### config.mk
export PLATFORM = sky130hd
export DESIGN_NAME = mem_stage
export DESIGN_NICKNAME = d
export VERILOG_FILES = /design/src/rtl/mem_stage_pkg.sv /design/src/rtl/mem_lane_fmt.sv /design/src/rtl/mem_stage.sv
export SDC_FILE = /design/constraint.sdc
export NUM_CORES = 1
export LEC_CHECK = 0
export ABC_AREA = 1
export BUFFER_PORTS_ARGS = -buffer_cell sky130_fd_sc_hd__clkbuf_2
export CAP_MARGIN = 5
export CORE_MARGIN = 4
export CORE_UTILIZATION = 54
export CTS_BUF_LIST = sky130_fd_sc_hd__clkbuf_4
export DETAILED_ROUTE_END_ITERATION = 8
export PLACE_DENSITY = 0.95
export SKIP_LAST_GASP = 1
export SLEW_MARGIN = 25
export SYNTH_ARGS = -nofsm -noshare
export SYNTH_HDL_FRONTEND = slang
export SYNTH_HIERARCHICAL = 1
export SYNTH_SLANG_ARGS = --single-unit
### constraint.sdc
create_clock -name clk -period 6.65 [get_ports clk]
set_clock_uncertainty 0.1 [all_clocks]
set_input_delay 0.665 -clock clk [delete_from_list [all_inputs] [get_ports clk]]
set_output_delay 0.665 -clock clk [all_outputs]
set_load 0.01 [all_outputs]
### src/rtl/mem_stage_pkg.sv
// -----------------------------------------------------------------------------
// mem_stage_pkg
//   Shared definitions for the memory-access pipeline stage:
//   - access width encodings (MW_BYTE / MW_HALF / MW_WORD; 2'b11 is a word too)
//   - default Dcache / system-bus address split
//   - FSM state encoding of mem_stage
//   - misalignment helper, used only when MEM_MISALIGN_TRAP_EN is defined
// -----------------------------------------------------------------------------
package mem_stage_pkg;

  localparam logic [1:0] MW_BYTE = 2'b00;
  localparam logic [1:0] MW_HALF = 2'b01;
  localparam logic [1:0] MW_WORD = 2'b10;

  // First bus-mapped address; everything below goes to the Dcache.
  localparam logic [31:0] REGION_SPLIT_DEFAULT = 32'h2000_0000;

  typedef enum logic [1:0] {
    ST_IDLE     = 2'd0,
    ST_WAIT_DC  = 2'd1,
    ST_WAIT_BUS = 2'd2,
    ST_RESP     = 2'd3
  } mem_state_e;

  // Half needs addr[0] clear; word (2'b10 or 2'b11) needs addr[1:0] clear.
  function automatic logic is_misaligned(input logic [1:0] width,
                                         input logic [1:0] addr_lo);
    return ((width == MW_HALF) && addr_lo[0]) ||
           (width[1] && (addr_lo != 2'b00));
  endfunction

endpackage

### src/rtl/mem_lane_fmt.sv
// -----------------------------------------------------------------------------
// mem_lane_fmt
//   Purely combinational byte-lane formatter.
//   Store side: replicates store data across lanes and builds byte strobes.
//   Load side : selects the addressed lane of the returned word and extends.
//   A half uses addr_lo[1] only; a word always uses the full word (lane 0),
//   so misaligned low address bits are silently ignored here.
//
// Ports
//   width      in  2   access width (MW_BYTE / MW_HALF / word)
//   rdtype     in  1   0 = sign-extend, 1 = zero-extend
//   addr_lo    in  2   low address bits
//   wr_data    in  32  store data, LSB-justified
//   rdata      in  32  raw read word from Dcache / bus
//   st_data    out 32  lane-replicated store data
//   st_strb    out 4   byte strobes
//   ld_data    out 32  aligned and extended load result
// -----------------------------------------------------------------------------
module mem_lane_fmt
  import mem_stage_pkg::*;
(
  input  logic [1:0]  width,
  input  logic        rdtype,
  input  logic [1:0]  addr_lo,
  input  logic [31:0] wr_data,
  input  logic [31:0] rdata,
  output logic [31:0] st_data,
  output logic [3:0]  st_strb,
  output logic [31:0] ld_data
);

  logic [7:0]  ld_byte;
  logic [15:0] ld_half;

  always_comb begin
    ld_byte = rdata[7:0];
    case (addr_lo)
      2'd0:    ld_byte = rdata[7:0];
      2'd1:    ld_byte = rdata[15:8];
      2'd2:    ld_byte = rdata[23:16];
      default: ld_byte = rdata[31:24];
    endcase
    ld_half = addr_lo[1] ? rdata[31:16] : rdata[15:0];
  end

  always_comb begin
    st_data = wr_data;
    st_strb = 4'b1111;
    ld_data = rdata;
    case (width)
      MW_BYTE: begin
        st_data = {4{wr_data[7:0]}};
        st_strb = 4'b0001 << addr_lo;
        ld_data = rdtype ? {24'h0, ld_byte} : {{24{ld_byte[7]}}, ld_byte};
      end
      MW_HALF: begin
        st_data = {2{wr_data[15:0]}};
        st_strb = 4'b0011 << {addr_lo[1], 1'b0};
        ld_data = rdtype ? {16'h0, ld_half} : {{16{ld_half[15]}}, ld_half};
      end
      default: begin
        st_data = wr_data;
        st_strb = 4'b1111;
        ld_data = rdata;
      end
    endcase
  end

endmodule

### src/rtl/mem_stage.sv
// -----------------------------------------------------------------------------
// mem_stage
//   Memory-access pipeline stage downstream of EX. Owns the EX/MEM register,
//   routes memory accesses to the Dcache (addr < REGION_SPLIT) or the system
//   bus (addr >= REGION_SPLIT), stalls until the target acks, formats load
//   data and presents a single-cycle writeback result to WB. Non-memory
//   instructions pass through with one cycle of latency.
//
//   Optional build macro: MEM_MISALIGN_TRAP_EN
//     defined   : misaligned half/word accesses issue no request and produce a
//                 RESP cycle with mem_misalign_o = 1 and no register write.
//     undefined : mem_misalign_o is always 0; offending low bits are ignored.
//
// State table
//   state       | meaning
//   ST_IDLE     | nothing held (only after reset); capture on cap
//   ST_WAIT_DC  | Dcache request outstanding, pipeline stalled
//   ST_WAIT_BUS | system bus request outstanding, pipeline stalled
//   ST_RESP     | writeback result valid; capture next op on cap
//
// Ports
//   clk, rst_n                    clock, synchronous active-low reset
//   ex_*                          EX/MEM inputs (data, dest, we, mem controls)
//   fc_stall_mem_i                flow-controller freeze
//   dc_req_o / bus_req_o          request to Dcache / bus
//   mem_rw_o, mem_addr_o,
//   mem_wdata_o, mem_wstrb_o      shared request payload (0 when idle)
//   dc_ack_i/dc_rdata_i,
//   bus_ack_i/bus_rdata_i         one-cycle acks with read data
//   mem_stall_o                   stall to the flow controller
//   mem_valid_o, mem_reg_*        writeback result (all 0 when not valid)
//   mem_misalign_o                misalignment exception
// -----------------------------------------------------------------------------
module mem_stage
  import mem_stage_pkg::*;
#(
  parameter logic [31:0] REGION_SPLIT = REGION_SPLIT_DEFAULT
) (
  input  logic        clk,
  input  logic        rst_n,
  input  logic [31:0] ex_reg_wdata_i,
  input  logic [4:0]  ex_reg_waddr_i,
  input  logic        ex_reg_we_i,
  input  logic        ex_mtype_i,
  input  logic        ex_mem_rw_i,
  input  logic [1:0]  ex_mem_width_i,
  input  logic        ex_mem_rdtype_i,
  input  logic [31:0] ex_mem_addr_i,
  input  logic [31:0] ex_mem_wr_data_i,
  input  logic        fc_stall_mem_i,
  output logic        dc_req_o,
  output logic        bus_req_o,
  output logic        mem_rw_o,
  output logic [31:0] mem_addr_o,
  output logic [31:0] mem_wdata_o,
  output logic [3:0]  mem_wstrb_o,
  input  logic        dc_ack_i,
  input  logic        bus_ack_i,
  input  logic [31:0] dc_rdata_i,
  input  logic [31:0] bus_rdata_i,
  output logic        mem_stall_o,
  output logic        mem_valid_o,
  output logic [31:0] mem_reg_wdata_o,
  output logic [4:0]  mem_reg_waddr_o,
  output logic        mem_reg_we_o,
  output logic        mem_misalign_o
);

  mem_state_e state_q, state_d;

  logic        cap;
  logic        cap_go;
  logic        ack_hit;
  logic        misalign_in;
  logic        in_req;

  logic [31:0] r_wdata;
  logic [4:0]  r_waddr;
  logic        r_we;
  logic        r_rw;
  logic [1:0]  r_width;
  logic        r_rdtype;
  logic [31:0] r_addr;
  logic [31:0] r_wr_data;
  logic        r_misalign;

  logic [31:0] rdata_sel;
  logic [31:0] st_data;
  logic [3:0]  st_strb;
  logic [31:0] ld_data;

`ifdef MEM_MISALIGN_TRAP_EN
  assign misalign_in = ex_mtype_i && is_misaligned(ex_mem_width_i, ex_mem_addr_i[1:0]);
`else
  assign misalign_in = 1'b0;
`endif

  assign in_req      = (state_q == ST_WAIT_DC) || (state_q == ST_WAIT_BUS);
  assign mem_stall_o = in_req;
  assign cap         = !mem_stall_o && !fc_stall_mem_i;

  always_ff @(posedge clk) begin
    if (!rst_n) state_q <= ST_IDLE;
    else        state_q <= state_d;
  end

  always_comb begin
    state_d = state_q;
    cap_go  = 1'b0;
    ack_hit = 1'b0;
    case (state_q)
      ST_IDLE: begin
        cap_go = cap;
      end
      ST_WAIT_DC: begin
        if (dc_ack_i) begin
          ack_hit = 1'b1;
          state_d = ST_RESP;
        end
      end
      ST_WAIT_BUS: begin
        if (bus_ack_i) begin
          ack_hit = 1'b1;
          state_d = ST_RESP;
        end
      end
      ST_RESP: begin
        // A freeze holds the result on the writeback port.
        state_d = fc_stall_mem_i ? ST_RESP : ST_IDLE;
        cap_go  = cap;
      end
      default: state_d = ST_IDLE;
    endcase
    // Capture overrides the default transition so back-to-back ops never
    // pass through IDLE.
    if (cap_go) begin
      if (ex_mtype_i && !misalign_in)
        state_d = (ex_mem_addr_i < REGION_SPLIT) ? ST_WAIT_DC : ST_WAIT_BUS;
      else
        state_d = ST_RESP;
    end
  end

  always_ff @(posedge clk) begin
    if (!rst_n) begin
      r_wdata    <= 32'h0;
      r_waddr    <= 5'h0;
      r_we       <= 1'b0;
      r_rw       <= 1'b0;
      r_width    <= MW_BYTE;
      r_rdtype   <= 1'b0;
      r_addr     <= 32'h0;
      r_wr_data  <= 32'h0;
      r_misalign <= 1'b0;
    end else if (cap_go) begin
      r_wdata    <= ex_reg_wdata_i;
      r_waddr    <= ex_reg_waddr_i;
      // Stores never write the register file.
      r_we       <= ex_reg_we_i && !(ex_mtype_i && ex_mem_rw_i);
      r_rw       <= ex_mtype_i && ex_mem_rw_i;
      r_width    <= ex_mem_width_i;
      r_rdtype   <= ex_mem_rdtype_i;
      r_addr     <= ex_mem_addr_i;
      r_wr_data  <= ex_mem_wr_data_i;
      r_misalign <= misalign_in;
    end else if (ack_hit && !r_rw) begin
      r_wdata    <= ld_data;
    end
  end

  assign rdata_sel = (state_q == ST_WAIT_BUS) ? bus_rdata_i : dc_rdata_i;

  mem_lane_fmt u_lane_fmt (
    .width   (r_width),
    .rdtype  (r_rdtype),
    .addr_lo (r_addr[1:0]),
    .wr_data (r_wr_data),
    .rdata   (rdata_sel),
    .st_data (st_data),
    .st_strb (st_strb),
    .ld_data (ld_data)
  );

  // Request payload comes straight from the EX/MEM register, so it is stable
  // for the whole wait and never depends on the ack.
  assign dc_req_o    = (state_q == ST_WAIT_DC);
  assign bus_req_o   = (state_q == ST_WAIT_BUS);
  assign mem_rw_o    = in_req && r_rw;
  assign mem_addr_o  = in_req ? {r_addr[31:2], 2'b00} : 32'h0;
  assign mem_wdata_o = (in_req && r_rw) ? st_data : 32'h0;
  assign mem_wstrb_o = (in_req && r_rw) ? st_strb : 4'h0;

  assign mem_valid_o     = (state_q == ST_RESP);
  assign mem_reg_wdata_o = mem_valid_o ? r_wdata : 32'h0;
  assign mem_reg_waddr_o = mem_valid_o ? r_waddr : 5'h0;
  assign mem_reg_we_o    = mem_valid_o && r_we && !r_misalign;

`ifdef MEM_MISALIGN_TRAP_EN
  assign mem_misalign_o  = mem_valid_o && r_misalign;
`else
  assign mem_misalign_o  = 1'b0;
`endif

endmodule
==> metrics, run 1 <==
outcome finished clean; layout cells sized above 1 22.6%; Distinct cells, synth 26; Worst path top cell family by delay buffers and inverters; Initial Utilization 56.2%; Inserted Clock Buffers 9; largest net degree at the start of global routing between 200 and 250; post-synth top area share about a third; global-route wire length before repair 33500 µm; die height 121 µm; Clk Latency, worst-skew pair 0.49 ns; GRT overflow 0; CTS sink count about 110; Worst setup SP type register; total number of vias slightly above 8000; Routed WL around 22000 µm; die area 0.0146 mm²; H-tree Lvls 3; Worst path max stage delay just under 0.4 ns; Crit. End Element primary output; mapped cell area a little under 0.007 mm²; WL/cell 13.8 µm; FF+latch count, synth 108; synth top area cells dfxtp_1, nand2_1, nor2_1; actual slew at the worst max-slew pin between 0.9 and 1 ns; I/O pin total roughly 290; fillers 1128; CTS clk-pin slew, worst paths 0.18 ns; core outline area about 0.012 mm²; Cell Chain, Critical Path buf_4 -> inv_2 -> nand2_2 -> nor2_4 -> nor2_2 -> inv_1 -> o21ai_0 -> inv_1 -> nor2_1 -> clkbuf_2; vias per cell ~5.1; All-Layer GR Usage around 28%; Synth Instances 1211; Slew HR between 30 and 40%; most frequent CP cell inv_1; final period utilization 53.5%; Final Cell Area around 0.0083 mm²; RSZ-0062 raised after global routing false; peak supply drop around 0.00022 V; # nets final 1605; syn_area_per_cell 5.69 µm²; # resized after CTS 0; Final setup viols 0; Placed Area slightly above 0.008 mm²; setup bufs post-CTS 0; leading area contributor after synthesis dfxtp_1; Detailed Place HPWL between 15000 and 20000 µm; total power 3.60 mW; worst hold path class in -> reg; register area share after synthesis 31.4%; Final Max Slew Viols 0; setup tns final 0 ns; Buf/Inv on CP 5; Chip Width 121 µm; CP max stage cell buf_4; drt drc 0; Pwr per Cell Area 432 mW/mm²; CP Class reg -> out; Hold Buf Count CTS 0; Max FO, Critical Path 38; Final ANT Viol Nets 0; Clock Tree Buf Depth 2; initial antenna violation count 3; synth warn 6; Worst Path Required ~6 ns; FMAX 281 MHz; Lkg Pwr 4.81 nW; I/O Buffers 284; number of global-route vias before repair 7197; max-cap violations 0; First-pass DRT Iterations 5; DRT iter0 DRCs 726; final hold vios 0; row count 40; post-route minimum period 3.56 ns; CP arrival 2.79 ns; Area Growth Syn to Fin 21.0%; CTS tree done; Root Driver clkbuf_4; Final GP Congestion approximately 0.9
## worst min-delay path, cell delays in order
cell and delay, ns:
clkbuf_2 0.08, a22oi_1 0.06, nor2_1 0.09
## metrics by stage
stage,hold slack (ns),utilization (%),std cells,setup WS [ns]
after floorplan,0.330,-,1213,4.37
after global placement,0.340,66.2,1582,3.40
after detailed placement,0.347,66.2,1582,3.29
after CTS,0.270,67.7,1598,3.09
after global routing,0.301,68.0,1601,2.91
final,0.312,68.0,1601,3.09
## flip-flops by register name (all words and copies together), names as in the netlist
name,cells
r_wdata,32
r_rdtype,1
r_wr_data,32
r_rw,1
r_width,2
r_waddr,5
r_we,1
state_q,2
r_addr,32
## Yosys cell counts (all sizes together)
cell	instances
nand2	387
nor2	197
inv	167
dfxtp	108
nand3	100
o21ai	84
a21oi	62
buf	59
clkbuf	31
o211ai	9
ha	3
a211oi	1
a22oi	1
conb	1
or2	1
## layer usage
metal / GRT usage [%] / part of all wire (%) / vias up
met1: 33.6 / 39 / 3557
met5: 0 / 0.059 / -
met3: 5.45 / 8.8 / 66
met2: 48.5 / 48 / 402
met4: 13.5 / 3.8 / 2
li1: - / - / 4096
## cell families (layout without fill, tap and decap cells)
family | count (synthesis) | count (layout) | share of synthesized area [%]
AOI/OAI and AO/OA | 157 | 157 | 11.8
DFF | 108 | 108 | 31.4
buffers and inverters | 257 | 475 | 16.0
adders and majority gates | 3 | 3 | 0.545
and+or+nand+nor | 685 | 685 | 40.2
other | 1 | 5 | 0.0544
## final cells by class
type	count	area, µm²	share of cell area, %
Tap cell	168	210	2.52
Clock buffer	9	67.6	0.811
Clock inverter	7	121	1.46
Sequential cell	108	2160	26.0
Multi-Input combinational cell	848	3640	43.7
Antenna cell	2	5.00	0.0601
Inverter	167	627	7.52
Timing Repair Buffer	292	1500	18.0
## power breakdown
part / total (mW) / internal [mW] / switching, mW / leakage [nW]
Clock: 0.429 / 0.194 / 0.235 / 0.101
Combinational: 2.11 / 0.696 / 1.41 / 3.82
Sequential: 1.06 / 0.908 / 0.152 / 0.894
Total: 3.60 / 1.80 / 1.80 / 4.81
## layout by cell type (no fill, tap or decap)
master       n
nor2_1     193
nand2_8      1
a22oi_1      1
nor2_4       2
buf_16       1
inv_2        5
nand3_2      2
nor2_8       1
buf_2        1
clkbuf_4     9
ha_1         3
nand3_4      1
bufinv_16    3
o211ai_1     9
a211oi_1     1
nor2_2       1
conb_1       3
diode_2      2
dfxtp_2      1
buf_4        7
clkbuf_2   283
dfxtp_1    107
nand2_1    384
or2_2        1
inv_8        2
clkinv_1     1
nand2_2      2
a21oi_1     62
clkinv_2     1
inv_1      162
o21ai_0     84
nand3_1     97
## worst paths after layout
| kind | start | to | slack [ns] | cells past startpoint |
|---|---|---|---|---|
| min | ex_reg_we_i | r_we$_SDFFE_PN0P_ | 0.31 | 3 |
| max | r_width[1]$_SDFFE_PN0P_ | mem_wstrb_o[1] | 3.09 | 10 |
| min reg2reg | r_addr[21]$_SDFFE_PN0P_ | r_addr[21]$_SDFFE_PN0P_ | 0.37 | 2 |
| max reg2reg | state_q[0]$_SDFFE_PN0P_ | r_wr_data[12]$_SDFFE_PN0P_ | 3.40 | 9 |
Power figures use the tool's default switching activity.
==> run 2, diff against run 1 <==
--- a/config.mk
+++ b/config.mk
@@ -5,14 +5,14 @@
 export SDC_FILE = /design/constraint.sdc
 export NUM_CORES = 1
 export LEC_CHECK = 0
-export ABC_AREA = 1
+export ABC_AREA = 0
 export BUFFER_PORTS_ARGS = -buffer_cell sky130_fd_sc_hd__clkbuf_2
 export CAP_MARGIN = 5
 export CORE_MARGIN = 4
-export CORE_UTILIZATION = 54
+export CORE_UTILIZATION = 45
 export CTS_BUF_LIST = sky130_fd_sc_hd__clkbuf_4
 export DETAILED_ROUTE_END_ITERATION = 8
-export PLACE_DENSITY = 0.95
+export PLACE_DENSITY = 0.89
 export SKIP_LAST_GASP = 1
 export SLEW_MARGIN = 25
 export SYNTH_ARGS = -nofsm -noshare
==> constraint.sdc (replaced) <==
create_clock -name clk -period 3 [get_ports clk]
set_clock_uncertainty 0.1 [all_clocks]
set_input_delay 0.3 -clock clk [delete_from_list [all_inputs] [get_ports clk]]
set_output_delay 0.3 -clock clk [all_outputs]
set_load 0.01 [all_outputs]
==> run 2 against run 1 <==
Clock power rose by 83%. Final cell count shrank 16%. Non-clock buffer count up 86. Synthesized area fell by 3.4%. Setup slack got worse by 2.9 ns.
==> metrics, run 2 <==
outcome finished clean (unchanged); Internal Power 3.53 mW (was 1.80 mW); Crit. End Element register (was primary output); Worst path max stage delay 0.53 ns (was 0.39 ns); Inserted Clock Buffers 9 (unchanged); Top Registers r_addr x32, r_wdata x32, r_wr_data x32 (unchanged); setup tns final 0 ns (unchanged); proportion of synthesized area in mux cells 11.1% (was 0%); Final ANT Viol Nets 0 (unchanged); final hold vios 0 (unchanged); Worst path top cell family by delay multiplexers (was buffers and inverters); leading area contributor after synthesis dfxtp_1 (unchanged); GRT overflow 0 (unchanged); DRT iter0 DRCs 752 (was 726); total number of vias 7594 (was 8123); die height 130 µm (was 121 µm); post-route minimum period 2.85 ns; Final Max Slew Viols 0 (unchanged); Synth Instances 859 (was 1211); CTS sink count 108 (unchanged); Comb pwr share 55.3% (was 58.6%); Chip Width 130 µm (was 121 µm); Area Growth Syn to Fin 34.5% (was 21.0%); H-tree Lvls 3 (unchanged); total power 6.52 mW (was 3.60 mW); non-filler cells, final 1350 (was 1601); CP arrival 3.10 ns (was 2.79 ns); FFs w/ async S/R, synth 0% (unchanged); setup bufs post-CTS 0 (unchanged); Final setup viols 0 (unchanged); CTS tree done (unchanged); WL/cell 18.4 µm (was 13.8 µm); EDFF count, synth 0 (unchanged); most common cell after layout, fill and taps aside clkbuf_2 (was nand2_1); peak supply drop 0.000472 V (was 0.000218 V); Final GP Congestion 0.945 (was 0.914); XOR/XNOR share of the synthesized area 0% (unchanged); register area share after synthesis 32.5% (was 31.4%); CTS clk-pin slew, worst paths 0.19 ns (was 0.18 ns); Post-synth top flop dfxtp_1 (unchanged); Buf/Inv on CP 1 (was 5); post-synthesis compound-gate area fraction 21.7% (was 11.8%); post-synthesis adder-cell area fraction 0.564% (was 0.545%); FF+latch count, synth 108 (unchanged); global-route wire length before repair 37300 µm (was 33500 µm); Clk pwr share 12.1% (was 11.9%); largest net degree at the start of global routing 61 (was 208); Root Driver clkbuf_4 (unchanged); die area 0.0168 mm² (was 0.0146 mm²); Routed WL 24800 µm (was 22100 µm); syn_area_per_cell 7.75 µm² (was 5.69 µm²); Pwr per Cell Area 729 mW/mm² (was 432 mW/mm²); actual slew at the worst max-slew pin 0.933 ns (was 0.984 ns); Worst Setup Slack, final 0.150 ns (was 3.09 ns); FMAX 351 MHz; Worst Path Required 3.25 ns (was 5.88 ns); CP max stage cell mux4_2 (was buf_4); count leader, synth nand2_1 (unchanged); WHS 0.0475 ns (was 0.312 ns); Initial Utilization 45.8% (was 56.2%); synth top area cells dfxtp_1, nand2_1, mux2_2 (was dfxtp_1, nand2_1, nor2_1); synth warn 6 (unchanged); Worst setup SP type register (unchanged); CP Class reg -> reg (was reg -> out); Max FO, Critical Path 17 (was 38); All-Layer GR Usage 28.1% (was 28.2%); Synth top cells by count nand2_1, dfxtp_1, a21oi_1 (was nand2_1, nor2_1, inv_1); final period utilization 95.0%; max-cap violations 0 (unchanged); post-synth top area share 32.5% (was 31.4%); I/O Buffers 284 (unchanged); RSZ-0062 raised after global routing false (unchanged); switching share of power 45.9% (was 50.1%); mapped cell area 0.00666 mm² (was 0.00689 mm²); First-pass DRT Iterations 6 (was 5); Slew HR 37.5% (was 34.4%); Post-Synth Simple-Gate Area 26.2% (was 40.2%); I/O pin total 288 (unchanged); Seq pwr share 32.7% (was 29.4%); Detailed Place HPWL 16400 µm (was 15900 µm); Clock Tree Buf Depth 2 (unchanged); number of global-route vias before repair 7268 (was 7197); initial antenna violation count 1 (was 3); Distinct cells, synth 43 (was 26); main combinational cell family by area after synthesis simple AND/OR/NAND/NOR gates (unchanged); Clk Latency, worst-skew pair 0.46 ns (was 0.49 ns); # nets final 1339 (was 1605); layout cells sized above 1 35.1% (was 22.6%); worst hold path class in -> reg (unchanged); most frequent cells in the layout clkbuf_2, nand2_1, dfxtp_1 (was nand2_1, clkbuf_2, nor2_1); row count 44 (was 40); Net Switching 3.00 mW (was 1.80 mW); vias per cell 5.63 (was 5.07); Place WS 0.163 ns (was 3.29 ns); core outline area 0.0145 mm² (was 0.0123 mm²); # placed instances 1256 (was 1582); Cell Chain, Critical Path inv_1 -> ha_2 -> mux2_2 -> mux4_2 -> nand2_4 -> a21oi_1 -> nor4_1 -> a211oi_2 (was buf_4 -> inv_2 -> nand2_2 -> nor2_4 -> nor2_2 -> inv_1 -> o21ai_0 -> inv_1 -> nor2_1 -> clkbuf_2); drt drc 0 (unchanged); Lkg Pwr 3.97 nW (was 4.81 nW)
## run 2: timing repair
item / CTS / global route
setup endpoints to repair: 0 / 0
endpoints found under the hold margin: 75 / 0
hold buffers: 77 / 0
resized for setup: 0 / 0
## run 2: final timing paths
path | from | slack, ns | depth (start not counted) | endpoint
max | state_q[0]$_SDFFE_PN0P_ | 0.15 | 8 | r_wdata[30]$_SDFFE_PN0P_
min | ex_reg_wdata_i[30] | 0.05 | 3 | r_wdata[30]$_SDFFE_PN0P_
max reg2reg | state_q[0]$_SDFFE_PN0P_ | 0.15 | 8 | r_wdata[30]$_SDFFE_PN0P_
min reg2reg | r_addr[13]$_SDFFE_PN0P_ | 0.36 | 2 | r_addr[13]$_SDFFE_PN0P_
## run 2: kinds of logic (layout without fill, tap and decap cells)
group                    after synthesis  count (layout)
AND/OR/NAND/NOR                      360             360
other                                  1               4
flip-flops                           108             108
multiplexers                          65              65
buffers and inverters                107             411
adder cells (fa/ha/maj)                3               3
AO/OA/AOI/OAI                        215             215
## run 2: worst min-delay path, stage by stage
cell and delay [ns]:
clkbuf_2 0.07, o21ai_0 0.09, a211oi_2 0.13
## run 2: final cells by class
cell class / instances / area, µm²
fillers: 1248 / 5590
well taps: 184 / 230
flip-flops and latches: 108 / 2160
multi-input cells: 646 / 4000
clock buffers: 9 / 67.6
diodes: 1 / 2.50
inverters: 17 / 63.8
clock inverters: 7 / 75.1
repair buffers: 378 / 2340
## run 2: power groups by stage
stage               sequential, mW  combinational [mW]  clock, mW
floorplan                     2.05                2.67          0
global placement              2.13                3.36          0
detailed placement            2.16                3.43          0
CTS                           2.12                3.53      0.797
global route                  2.18                3.89      0.855
finish                        2.13                3.60      0.786
## run 2: through the flow
stage | util [%] | cell area [µm²]
4_1_cts | 61.6 | 8950
2_1_floorplan | - | 6660
3_3_place_gp | 55.3 | 8030
6_report | 61.6 | 8950
3_5_place_dp | 55.3 | 8030
5_1_grt | 61.6 | 8950
## run 2: metal layers
metal	part of all wire, %	track usage (%)	vias to the layer above	wire [µm]
li1	-	-	3531	-
met3	9.2	5.32	99	2270
met2	50	49.7	519	12400
met4	5.1	15.5	0	1280
met5	0	0	-	0
met1	36	31.9	3445	8880
==> run 3, diff against run 2 <==
--- a/config.mk
+++ b/config.mk
@@ -6,13 +6,13 @@
 export NUM_CORES = 1
 export LEC_CHECK = 0
 export ABC_AREA = 0
-export BUFFER_PORTS_ARGS = -buffer_cell sky130_fd_sc_hd__clkbuf_2
 export CAP_MARGIN = 5
 export CORE_MARGIN = 4
 export CORE_UTILIZATION = 45
 export CTS_BUF_LIST = sky130_fd_sc_hd__clkbuf_4
 export DETAILED_ROUTE_END_ITERATION = 8
-export PLACE_DENSITY = 0.89
+export DONT_BUFFER_PORTS = 1
+export PLACE_DENSITY = 0.72
 export SKIP_LAST_GASP = 1
 export SLEW_MARGIN = 25
 export SYNTH_ARGS = -nofsm -noshare
==> run 3 against run 2 <==
Final area decreased by 9.9%. Via count decreased by 14%. Combinational power decreased by 3%. Global-route usage decreased by 1.9 points. Utilization decreased by 6.1 points. Critical endpoint is now r_wdata[9]$_SDFFE_PN0P_. Highest routed layer is now met5.
==> metrics, run 3 (same netlist as run 2, synthesis figures left out) <==
Max FO, Critical Path 9 (was 17); GRT overflow 0 (unchanged); layout cells sized above 1 13.8% (was 35.1%); All-Layer GR Usage 26.2% (was 28.1%); DRT iter0 DRCs 554 (was 752); Top Registers r_addr x32, r_wdata x32, r_wr_data x32 (unchanged); final hold vios 0 (unchanged); Cell Chain, Critical Path ha_2 -> mux2_2 -> mux4_2 -> nand3b_2 -> o211ai_1 -> nor4_1 -> a211oi_2 (was inv_1 -> ha_2 -> mux2_2 -> mux4_2 -> nand2_4 -> a21oi_1 -> nor4_1 -> a211oi_2); Slew HR 30.3% (was 37.5%); die area 0.0168 mm² (unchanged); CP arrival 3.12 ns (was 3.10 ns); Buf/Inv on CP 0 (was 1); Final setup viols 0 (unchanged); most frequent cells in the layout nand2_1, dlygate4sd3_1, dfxtp_1 (was clkbuf_2, nand2_1, dfxtp_1); final core occ 55.5% (was 61.6%); RSZ-0062 raised after global routing false (unchanged); outcome finished clean (unchanged); global-route wire length before repair 34700 µm (was 37300 µm); CTS tree done (unchanged); Worst Hold Path Cells 2 (was 3); Clock Tree Buf Depth 2 (unchanged); fillers 1306 (was 1248); Initial Utilization 45.8% (unchanged); Pwr per Cell Area 806 mW/mm² (was 729 mW/mm²); reg2reg end r_wdata[9]$_SDFFE_PN0P_ (was r_wdata[30]$_SDFFE_PN0P_); R2R depth 7 (was 8); total number of vias 6516 (was 7594); CTS sink count 108 (unchanged); H-tree Lvls 3 (unchanged); actual slew at the worst max-slew pin 1.04 ns (was 0.933 ns); Area Growth Syn to Fin 21.1% (was 34.5%); largest net degree at the start of global routing 74 (was 61); post-route minimum period 2.87 ns (was 2.85 ns); CP max stage cell mux4_2 (unchanged); # nets final 1104 (was 1339); hold path start ex_reg_wdata_i[15] (was ex_reg_wdata_i[30]); r2r startpoint state_q[1]$_SDFFE_PN0P_ (was state_q[0]$_SDFFE_PN0P_); initial antenna violation count 6 (was 1); Chip Width 130 µm (unchanged); final period utilization 95.5% (was 95.0%); CP Class reg -> reg (unchanged); WL/cell 20.8 µm (was 18.4 µm); Final Max Slew Viols 0 (unchanged); Lkg Pwr 2.93 nW (was 3.97 nW); worst hold path class in -> reg (unchanged); setup tns final 0 ns (unchanged); flop2flop setup slack 0.13 ns (was 0.15 ns); Routed WL 23200 µm (was 24800 µm); core outline area 0.0145 mm² (unchanged); Final GP Congestion 0.893 (was 0.945); max-cap violations 0 (unchanged); hold path endpoint r_wdata[15]$_SDFFE_PN0P_ (was r_wdata[30]$_SDFFE_PN0P_); Worst Path Required 3.25 ns (about the same); FMAX 349 MHz (was 351 MHz); Detailed Place HPWL 15400 µm (was 16400 µm); peak supply drop 0.000513 V (was 0.000472 V); Worst setup SP type register (unchanged); CP startpoint state_q[1]$_SDFFE_PN0P_ (was state_q[0]$_SDFFE_PN0P_); Crit. End Element register (unchanged); Worst path max stage delay 0.52 ns (was 0.53 ns); I/O pin total 288 (unchanged); vias per cell 5.83 (was 5.63); setup bufs post-CTS 0 (unchanged); Inserted Clock Buffers 9 (unchanged); CTS clk-pin slew, worst paths 0.19 ns (about the same); most common cell after layout, fill and taps aside nand2_1 (was clkbuf_2); I/O Buffers 0 (was 284); drt drc 0 (unchanged); number of global-route vias before repair 6503 (was 7268); First-pass DRT Iterations 6 (unchanged); Clk Latency, worst-skew pair 0.49 ns (was 0.46 ns); die height 130 µm (unchanged); Root Driver clkbuf_4 (unchanged); Worst path top cell family by delay multiplexers (unchanged); Final ANT Viol Nets 0 (unchanged); row count 44 (unchanged)
-- run 3: cell count changes in the layout (fill, tap and decap cells not counted), sizes merged --
cell | previous run | this run
buf | 17 | 19
bufinv | 1 | 2
clkbuf | 293 | 10
clkinv | 6 | 2
diode | 1 | 5
dlygate4sd3 | 77 | 124
-- run 3: worst register-to-register path, delay by kind of cell (launching register included) --
family	cells	cell delay, ns
muxes	2	0.94
and+or+nand+nor	2	0.60
DFF	1	0.43
adders and majority gates	1	0.43
AOI/OAI and AO/OA	2	0.23
-- run 3: how the worst max path moves through the flow --
stage                                           to  slack (ns)  cells past startpoint
after CTS                  r_wdata[9]$_SDFFE_PN0P_        0.16                      8
final                      r_wdata[9]$_SDFFE_PN0P_        0.13                      7
after global placement     r_wdata[9]$_SDFFE_PN0P_        0.22                      8
after floorplan            r_wdata[7]$_SDFFE_PN0P_        0.29                     11
after global routing      r_wdata[25]$_SDFFE_PN0P_        0.01                      8
after detailed placement   r_wdata[9]$_SDFFE_PN0P_        0.19                      7
-- run 3: per-stage QoR --
step                power, mW  cell area (µm²)  setup slack (ns)  hold WS [ns]  instances
finish                   6.50             8060             0.134        0.0617       1117
floorplan                4.72             6660             0.293         0.327        861
global placement         5.34             6650             0.224         0.335        974
detailed placement       5.41             6650             0.192         0.341        974
CTS                      6.46             8040             0.160        0.0508       1112
global route             6.93             8060            0.0113        0.0894       1117
-- run 3: what timing repair did --
action	in CTS	in global routing
gates resized for setup	0	1
hold endpoints to repair	108	0
endpoints found under the setup margin	0	1
hold buffers	124	0
-- run 3: metal layers --
layer | global-route usage [%] | wire (µm)
met5 | 0 | 12
met4 | 12.9 | 779
met2 | 45.3 | 11700
met3 | 6.06 | 2020
met1 | 30.4 | 8730
-- run 3: cell type report --
type,instances,area (µm²),area share [%]
diodes,5,12.5,0.155
clock buffers,10,75.1,0.931
clock inverters,4,73.8,0.916
inverters,17,63.8,0.792
multi-input cells,646,4010,49.7
flip-flops and latches,108,2160,26.8
well taps,184,230,2.86
repair buffers,143,1430,17.8
-- run 3: power by group --
part	switching (mW)	internal, mW	total, mW
clock	0.520	0.341	0.861
sequential	0.280	1.86	2.14
combinational	2.12	1.38	3.50
total	2.92	3.58	6.50
